**src/rtl/stb_pkg.sv**
```systemverilog
`default_nettype none
// +----------------------------------------------------------------------------+
// | stb_pkg : shared widths, store-entry type and drain FSM states             |
// | Rev 1.0                                                                    |
// +----------------------------------------------------------------------------+
package stb_pkg;

  localparam int STB_ADDR_W = 8;
  localparam int STB_DATA_W = 16;
  localparam int STB_SEL_W  = 4;
  localparam int STB_PERF_W = 16;

  typedef struct packed {
    logic [STB_ADDR_W-1:0] addr;
    logic [STB_DATA_W-1:0] wdata;
    logic [STB_SEL_W-1:0]  sel_byte;
  } stb_entry_t;

  typedef enum logic [1:0] {
    IDLE = 2'd0,
    POP  = 2'd1,
    REQ  = 2'd2
  } drain_state_e;

endpackage
`default_nettype wire

```
**src/rtl/sat_counter.sv**
```systemverilog
`default_nettype none
// +----------------------------------------------------------------------------+
// | sat_counter : up-counter that sticks at all-ones; clear beats increment    |
// | Rev 1.0                                                                    |
// +----------------------------------------------------------------------------+
module sat_counter #(
  parameter int W = 16
) (
  input  logic         clk,
  input  logic         rst_n,
  input  logic         inc,
  input  logic         clr,
  output logic [W-1:0] count
);

  logic [W-1:0] count_q;

  always_ff @(posedge clk or negedge rst_n) begin
    if (!rst_n) begin
      count_q <= '0;
    end else if (clr) begin
      count_q <= '0;
    end else if (inc && (count_q != {W{1'b1}})) begin
      count_q <= count_q + {{(W-1){1'b0}}, 1'b1};
    end
  end

  assign count = count_q;

endmodule
`default_nettype wire

```
**src/rtl/stb_dcache_drain.sv**
```systemverilog
`default_nettype none
// +----------------------------------------------------------------------------+
// | stb_dcache_drain : pops store-buffer head, presents it to dcache req/ack.  |
// | Optional perf counters with STB_DRAIN_PERF_EN.           Rev 1.0           |
// +----------------------------------------------------------------------------+
module stb_dcache_drain
  import stb_pkg::*;
#(
  parameter int DATA_W = STB_DATA_W,
  parameter int ADDR_W = STB_ADDR_W,
  parameter int SEL_W  = STB_SEL_W
`ifdef STB_DRAIN_PERF_EN
  ,
  parameter int PERF_W = STB_PERF_W
`endif
) (
  input  logic              clk,
  input  logic              rst_n,
  input  logic              stb_empty,
  input  logic              lsummu2stb_wr_en,
  input  logic [ADDR_W-1:0] stb2dcache_addr,
  input  logic [DATA_W-1:0] stb2dcache_wdata,
  input  logic [SEL_W-1:0]  stb2dcache_sel_byte,
  output logic              stb_rd_sel,
  output logic              dcache_req,
  output logic [ADDR_W-1:0] dcache_addr,
  output logic [DATA_W-1:0] dcache_wdata,
  output logic [SEL_W-1:0]  dcache_sel_byte,
  input  logic              dcache_ack,
  input  logic              fence_req,
  output logic              fence_ack
`ifdef STB_DRAIN_PERF_EN
  ,
  input  logic              perf_clr,
  output logic [PERF_W-1:0] perf_drained,
  output logic [PERF_W-1:0] perf_stall
`endif
);

  drain_state_e      state_q;
  logic              rd_sel_q;
  logic              req_q;
  logic [ADDR_W-1:0] addr_q;
  logic [DATA_W-1:0] wdata_q;
  logic [SEL_W-1:0]  sel_q;
  logic              can_pop;

  // LSU writes own the store-buffer port unless a fence is draining it
  assign can_pop = !stb_empty && (!lsummu2stb_wr_en || fence_req);

  always_ff @(posedge clk or negedge rst_n) begin
    if (!rst_n) begin
      state_q  <= IDLE;
      rd_sel_q <= 1'b0;
      req_q    <= 1'b0;
      addr_q   <= '0;
      wdata_q  <= '0;
      sel_q    <= '0;
    end else begin
      case (state_q)
        IDLE: begin
          if (can_pop) begin
            state_q  <= POP;
            rd_sel_q <= 1'b1;
          end
        end
        POP: begin
          state_q  <= REQ;
          rd_sel_q <= 1'b0;
          req_q    <= 1'b1;
          addr_q   <= stb2dcache_addr;
          wdata_q  <= stb2dcache_wdata;
          sel_q    <= stb2dcache_sel_byte;
        end
        REQ: begin
          if (dcache_ack) begin
            req_q <= 1'b0;
            if (can_pop) begin
              state_q  <= POP;
              rd_sel_q <= 1'b1;
            end else begin
              state_q <= IDLE;
            end
          end
        end
        default: begin
          state_q  <= IDLE;
          rd_sel_q <= 1'b0;
          req_q    <= 1'b0;
        end
      endcase
    end
  end

  assign stb_rd_sel      = rd_sel_q;
  assign dcache_req      = req_q;
  assign dcache_addr     = addr_q;
  assign dcache_wdata    = wdata_q;
  assign dcache_sel_byte = sel_q;
  assign fence_ack       = fence_req && stb_empty && (state_q == IDLE);

`ifdef STB_DRAIN_PERF_EN
  sat_counter #(.W(PERF_W)) u_cnt_drained (
    .clk   (clk),
    .rst_n (rst_n),
    .inc   (req_q && dcache_ack),
    .clr   (perf_clr),
    .count (perf_drained)
  );

  sat_counter #(.W(PERF_W)) u_cnt_stall (
    .clk   (clk),
    .rst_n (rst_n),
    .inc   (req_q && !dcache_ack),
    .clr   (perf_clr),
    .count (perf_stall)
  );
`endif

endmodule
`default_nettype wire

```
**config.mk**
```make
export PLATFORM = sky130hd
export DESIGN_NAME = stb_dcache_drain
export DESIGN_NICKNAME = d
export VERILOG_FILES = /design/src/rtl/stb_pkg.sv /design/src/rtl/sat_counter.sv /design/src/rtl/stb_dcache_drain.sv
export SDC_FILE = /design/constraint.sdc
export NUM_CORES = 1
export LEC_CHECK = 0
export BUFFER_PORTS_ARGS = -buffer_cell sky130_fd_sc_hd__buf_2
export CELL_PAD_IN_SITES_DETAIL_PLACEMENT = 1
export CELL_PAD_IN_SITES_GLOBAL_PLACEMENT = 2
export CORE_ASPECT_RATIO = 0.75
export CORE_MARGIN = 4
export CORE_UTILIZATION = 28
export DETAILED_ROUTE_END_ITERATION = 8
export PLACE_DENSITY = 0.84
export SLEW_MARGIN = 15
export SYNTH_ARGS = -nofsm -noshare
export SYNTH_HDL_FRONTEND = slang
export SYNTH_HIERARCHICAL = 1
export SYNTH_SLANG_ARGS = --single-unit
```
**constraint.sdc**
```tcl
create_clock -name clk -period 1.83 [get_ports clk]
set_input_delay 0.366 -clock clk [delete_from_list [all_inputs] [get_ports clk]]
set_output_delay 0.366 -clock clk [all_outputs]
set_load 0.01 [all_outputs]
```
Word level (Yosys, flattened, before mapping)
Cells that the tools add are included.
{ "op_classes": {"n_reduce_logical": 9, "n_eq_ne": 4, "mux": 9, "bitwise": 1} }
{ "ops": {"columns": ["op", "count"], "rows": [
  ["2-bit case mux with 3 select lines", 1],
  ["1-bit two-way mux", 4],
  ["2-bit two-way mux", 2],
  ["2-bit != test (second input constant)", 2],
  ["2-bit AND reduction", 2],
  ["1-bit logical AND", 3],
  ["1-bit case mux with 3 select lines", 1],
  ["2-bit by 1-bit == test with 1-bit output (second input constant)", 1],
  ["2-bit == test (second input constant)", 1],
  ["1-bit zero test", 2],
  ["2-bit zero test", 1],
  ["1-bit case mux with 2 select lines", 1],
  ["1-bit logical OR", 1],
  ["1-bit NOT", 1]
]} }
{ "word_totals": {"reg_bits": 32, "word_cells": 29} }

Depth between registers and ports, before layout
{ "logic_depth": {"depth_word": 6, "ltp_mapped": 4, "ltp_nobuf": 2} }

Worst setup path before layout
Ideal clock, no wire load.
{ "synth_timing": {"path_type": "register -> register", "start": "register state_q[0]", "end": "register addr_q[7] (netlist: dcache_addr[7])", "stages_incl_launch_ff": 5, "setup_slack_ns": 0.556, "required_ns": 1.705, "arrival_time_ns": 1.149, "path_cell_list": "dfrtp_1 -> nor2b_4 -> buf_6 -> buf_12 -> mux2_4"} }
{ "synth_via": {"elab_chain_cells": 1} }
{ "synth_lines": {"columns": ["item", "line_no", "text"], "rows": [
  ["from (decl)", "stb_dcache_drain.sv:40", "drain_state_e state_q;"],
  ["from (signal assigned)", "stb_dcache_drain.sv:53", "state_q <= IDLE;"],
  ["from (signal assigned)", "stb_dcache_drain.sv:63", "state_q <= POP;"],
  ["from (signal assigned)", "stb_dcache_drain.sv:68", "state_q <= REQ;"],
  ["2-bit by 1-bit == test with 1-bit output", "stb_dcache_drain.sv:60", "case (state_q)"],
  ["to (signal assigned)", "stb_dcache_drain.sv:71", "addr_q <= stb2dcache_addr;"],
  ["to (decl)", "stb_dcache_drain.sv:43", "logic [ADDR_W-1:0] addr_q;"]
]} }
Every way passes these cells.
A chain may end at the register's enable or synchronous reset.

Final worst setup path
{ "layout_timing": {"start": "register state_q[0]", "end": "output port fence_ack"} }
{ "layout_via": {"elab_chain_cells": 2} }
{ "layout_lines": {"columns": ["item", "line_no", "text"], "rows": [
  ["2-bit zero test", "stb_dcache_drain.sv:100", "assign fence_ack = fence_req && stb_empty && (state_q == IDLE);"],
  ["1-bit logical AND", "stb_dcache_drain.sv:100", null],
  ["to (decl)", "stb_dcache_drain.sv:31", "output logic fence_ack"]
]} }
Every way passes these cells.

==> impl_metrics.tcl <==
set metrics [dict create \
    post-cts-setup-buffers 0 \
    routabilityCongestion 0.764 \
    finalCritPeriodShare_pct 82.0 \
    die_h_um 66.3 \
    final_cell_mix "buf_2 (64), dfrtp_1 (32), mux2_2 (19), mux2_4 (9), clkbuf_8 (5)" \
    fmax_ghz 0.667 \
    coreArea_um2 4200 \
    grt_max_degree 33 \
    track_usage_pct 11.5 \
    cp-endpoint "fence_ack" \
    cp-startpoint "state_q[0]" \
    postRouteAntennaNets 0 \
    io_buffers 64 \
    post_cts_resized 0 \
    synth.yosys.warnings 6 \
    ff2ff_setup_slack_ns 0.43 \
    drive_above_1_share_pct 69.7 \
    cts_sinks 32 \
    syn_area_um2 1270 \
    layout_commonest_cell "buf_2" \
    antenna_found_initial 0 \
    ctsLongestPathBuffers 2 \
    max_cap_viol_count 0 \
    leakage_uw 0.000863 \
    gr-total-overflow 0 \
    area_growth_pct 37.7 \
    path_class "reg2out" \
    clk-insertion-delay-late_ns 0.28 \
    drt_iter0_drc 16 \
    cts.clk_slew.worst_paths_ns 0.07 \
    holdCritPathClass "in2async" \
    slew_viol_final 0 \
    setup_viol 0 \
    fin_crit_ns 1.50 \
    hold_viol_final 0 \
    synth_cells 75 \
    nNetsFinal 178 \
    rsz0062_at_grt "no" \
    ir_drop_uv 399 \
    grtUsageMet3_pct 5.23 \
    path_max_fanout 8 \
    fp-row-count 20 \
    finClkSkew_ns 0.00527 \
    dpl.hpwl_um 2310 \
    yosysUniqueCellTypes 17 \
    syn_avg_cell_area_um2 16.9 \
    cts_tree "done" \
    tightest_slew_ns 0.698 \
    dr.pass1.iters 3 \
    rr_endpoint "dcache_wdata[6]" \
    antenna_cells 0 \
    relSlewSlack_pct 53.5 \
    drc_errors 0 \
    rr_startpoint "state_q[0]" \
    tns_ns 0 \
    fp.dieW_um 85.7 \
    avgViaCountPerCell 4.27 \
    busiest_layer "met2" \
    start_util_pct 30.2 \
    pin_count 65 \
    ys_seq_elements 32 \
    vias 853 \
    status "complete, no violations" \
    synth_fp_nets 109 \
    required_ns 1.46 \
    met1_usage_pct 13.3 \
    power_density_nw_per_um2 1450 \
    wl_um 3010 \
    use_met2_pct 17.9 \
    dieArea_um2 5680 \
    cts-hold-fix-buffers 0 \
    arrival_ns 1.13 \
    wl_per_cell_um 15.0 \
    yosysSeqAreaShare_pct 63.1 \
    reg2reg_depth 3 \
    clockRootBuffer "clkbuf_8" \
    power_uw 2530 \
    htreeDepth 2 \
    startpoint_type "register" \
    numCtsBuffers 5 \
    first_global_vias 959 \
    endpoint_kind "output pin" \
    grt_pass1_wl_um 4840 \
]
## Yosys cell counts
master / n / area [µm²]
nor2_1: 1 / 3.75
nor3_1: 1 / 5.00
nor2b_4: 1 / 13.8
o21ai_0: 1 / 5.00
mux2_4: 9 / 135
buf_4: 1 / 7.51
buf_6: 1 / 11.3
buf_12: 1 / 20.0
nor4_1: 1 / 6.26
o41ai_1: 1 / 8.76
dfrtp_1: 32 / 801
a21o_1: 1 / 7.51
o21a_1: 1 / 7.51
nand2b_1: 1 / 6.26
nand2_1: 1 / 3.75
nor2b_1: 2 / 12.5
mux2_2: 19 / 214
## power by group
part / leakage, µW / switching [µW] / internal [µW] / total [µW]
Combinational: 0.000431 / 351 / 443 / 794
Sequential: 0.000376 / 133 / 956 / 1090
Clock: 0.0000552 / 247 / 403 / 651
## layout make-up
type | count | area, µm²
well taps | 55 | 68.8
clock buffers | 6 | 72.6
flip-flops and latches | 32 | 801
clock inverters | 2 | 35.0
fillers | 471 | 2460
multi-input cells | 40 | 429
repair buffers | 65 | 340
## state kept, by name, indices dropped and copies added, names as in the netlist
signal	cells
dcache_addr	8
dcache_req	1
dcache_sel_byte	4
dcache_wdata	16
state_q	2
stb_rd_sel	1
## metrics by stage
| stage | instances | hold WS [ns] | instance area (µm²) | setup slack (ns) | utilization (%) |
|---|---|---|---|---|---|
| after floorplan | 75 | 0.0704 | 1270 | 0.556 | - |
| after global placement | 192 | 0.444 | 1640 | 0.538 | 39.0 |
| after detailed placement | 192 | 0.458 | 1640 | 0.458 | 39.0 |
| after CTS | 200 | 0.148 | 1750 | 0.316 | 41.5 |
| after global routing | 200 | 0.186 | 1750 | 0.275 | 41.5 |
| final | 200 | 0.129 | 1750 | 0.330 | 41.5 |
## worst min-delay path by stage
| stage | start | end | cells past startpoint |
|---|---|---|---|
| floorplan | rst_n | dcache_addr[0] | 0 |
| global placement | rst_n | stb_rd_sel | 1 |
| detailed placement | rst_n | dcache_wdata[5] | 1 |
| CTS | rst_n | stb_rd_sel | 1 |
| global route | rst_n | dcache_wdata[5] | 1 |
| finish | rst_n | dcache_wdata[1] | 1 |
## metal layers
| metal | vias to the layer above | share of wire, % |
|---|---|---|
| met5 | - | 0 |
| met4 | 0 | 1.3 |
| met3 | 7 | 9.3 |
| met2 | 36 | 47 |
| met1 | 411 | 42 |
| li1 | 399 | - |
## kinds of logic (layout without fill, tap and decap cells)
kind of cell	after synthesis	after routing	synth area share [%]
muxes	28	28	27.5
DFF	32	32	63.1
AOI/OAI and AO/OA	4	4	2.27
buffers and inverters	3	73	3.06
and+or+nand+nor	8	8	4.04
## critical path: stages, from the launching register on
cell and delay, ns:
dfrtp_1 0.46, nor3_1 0.22, buf_2 0.17
Power figures use the tool's default switching activity.
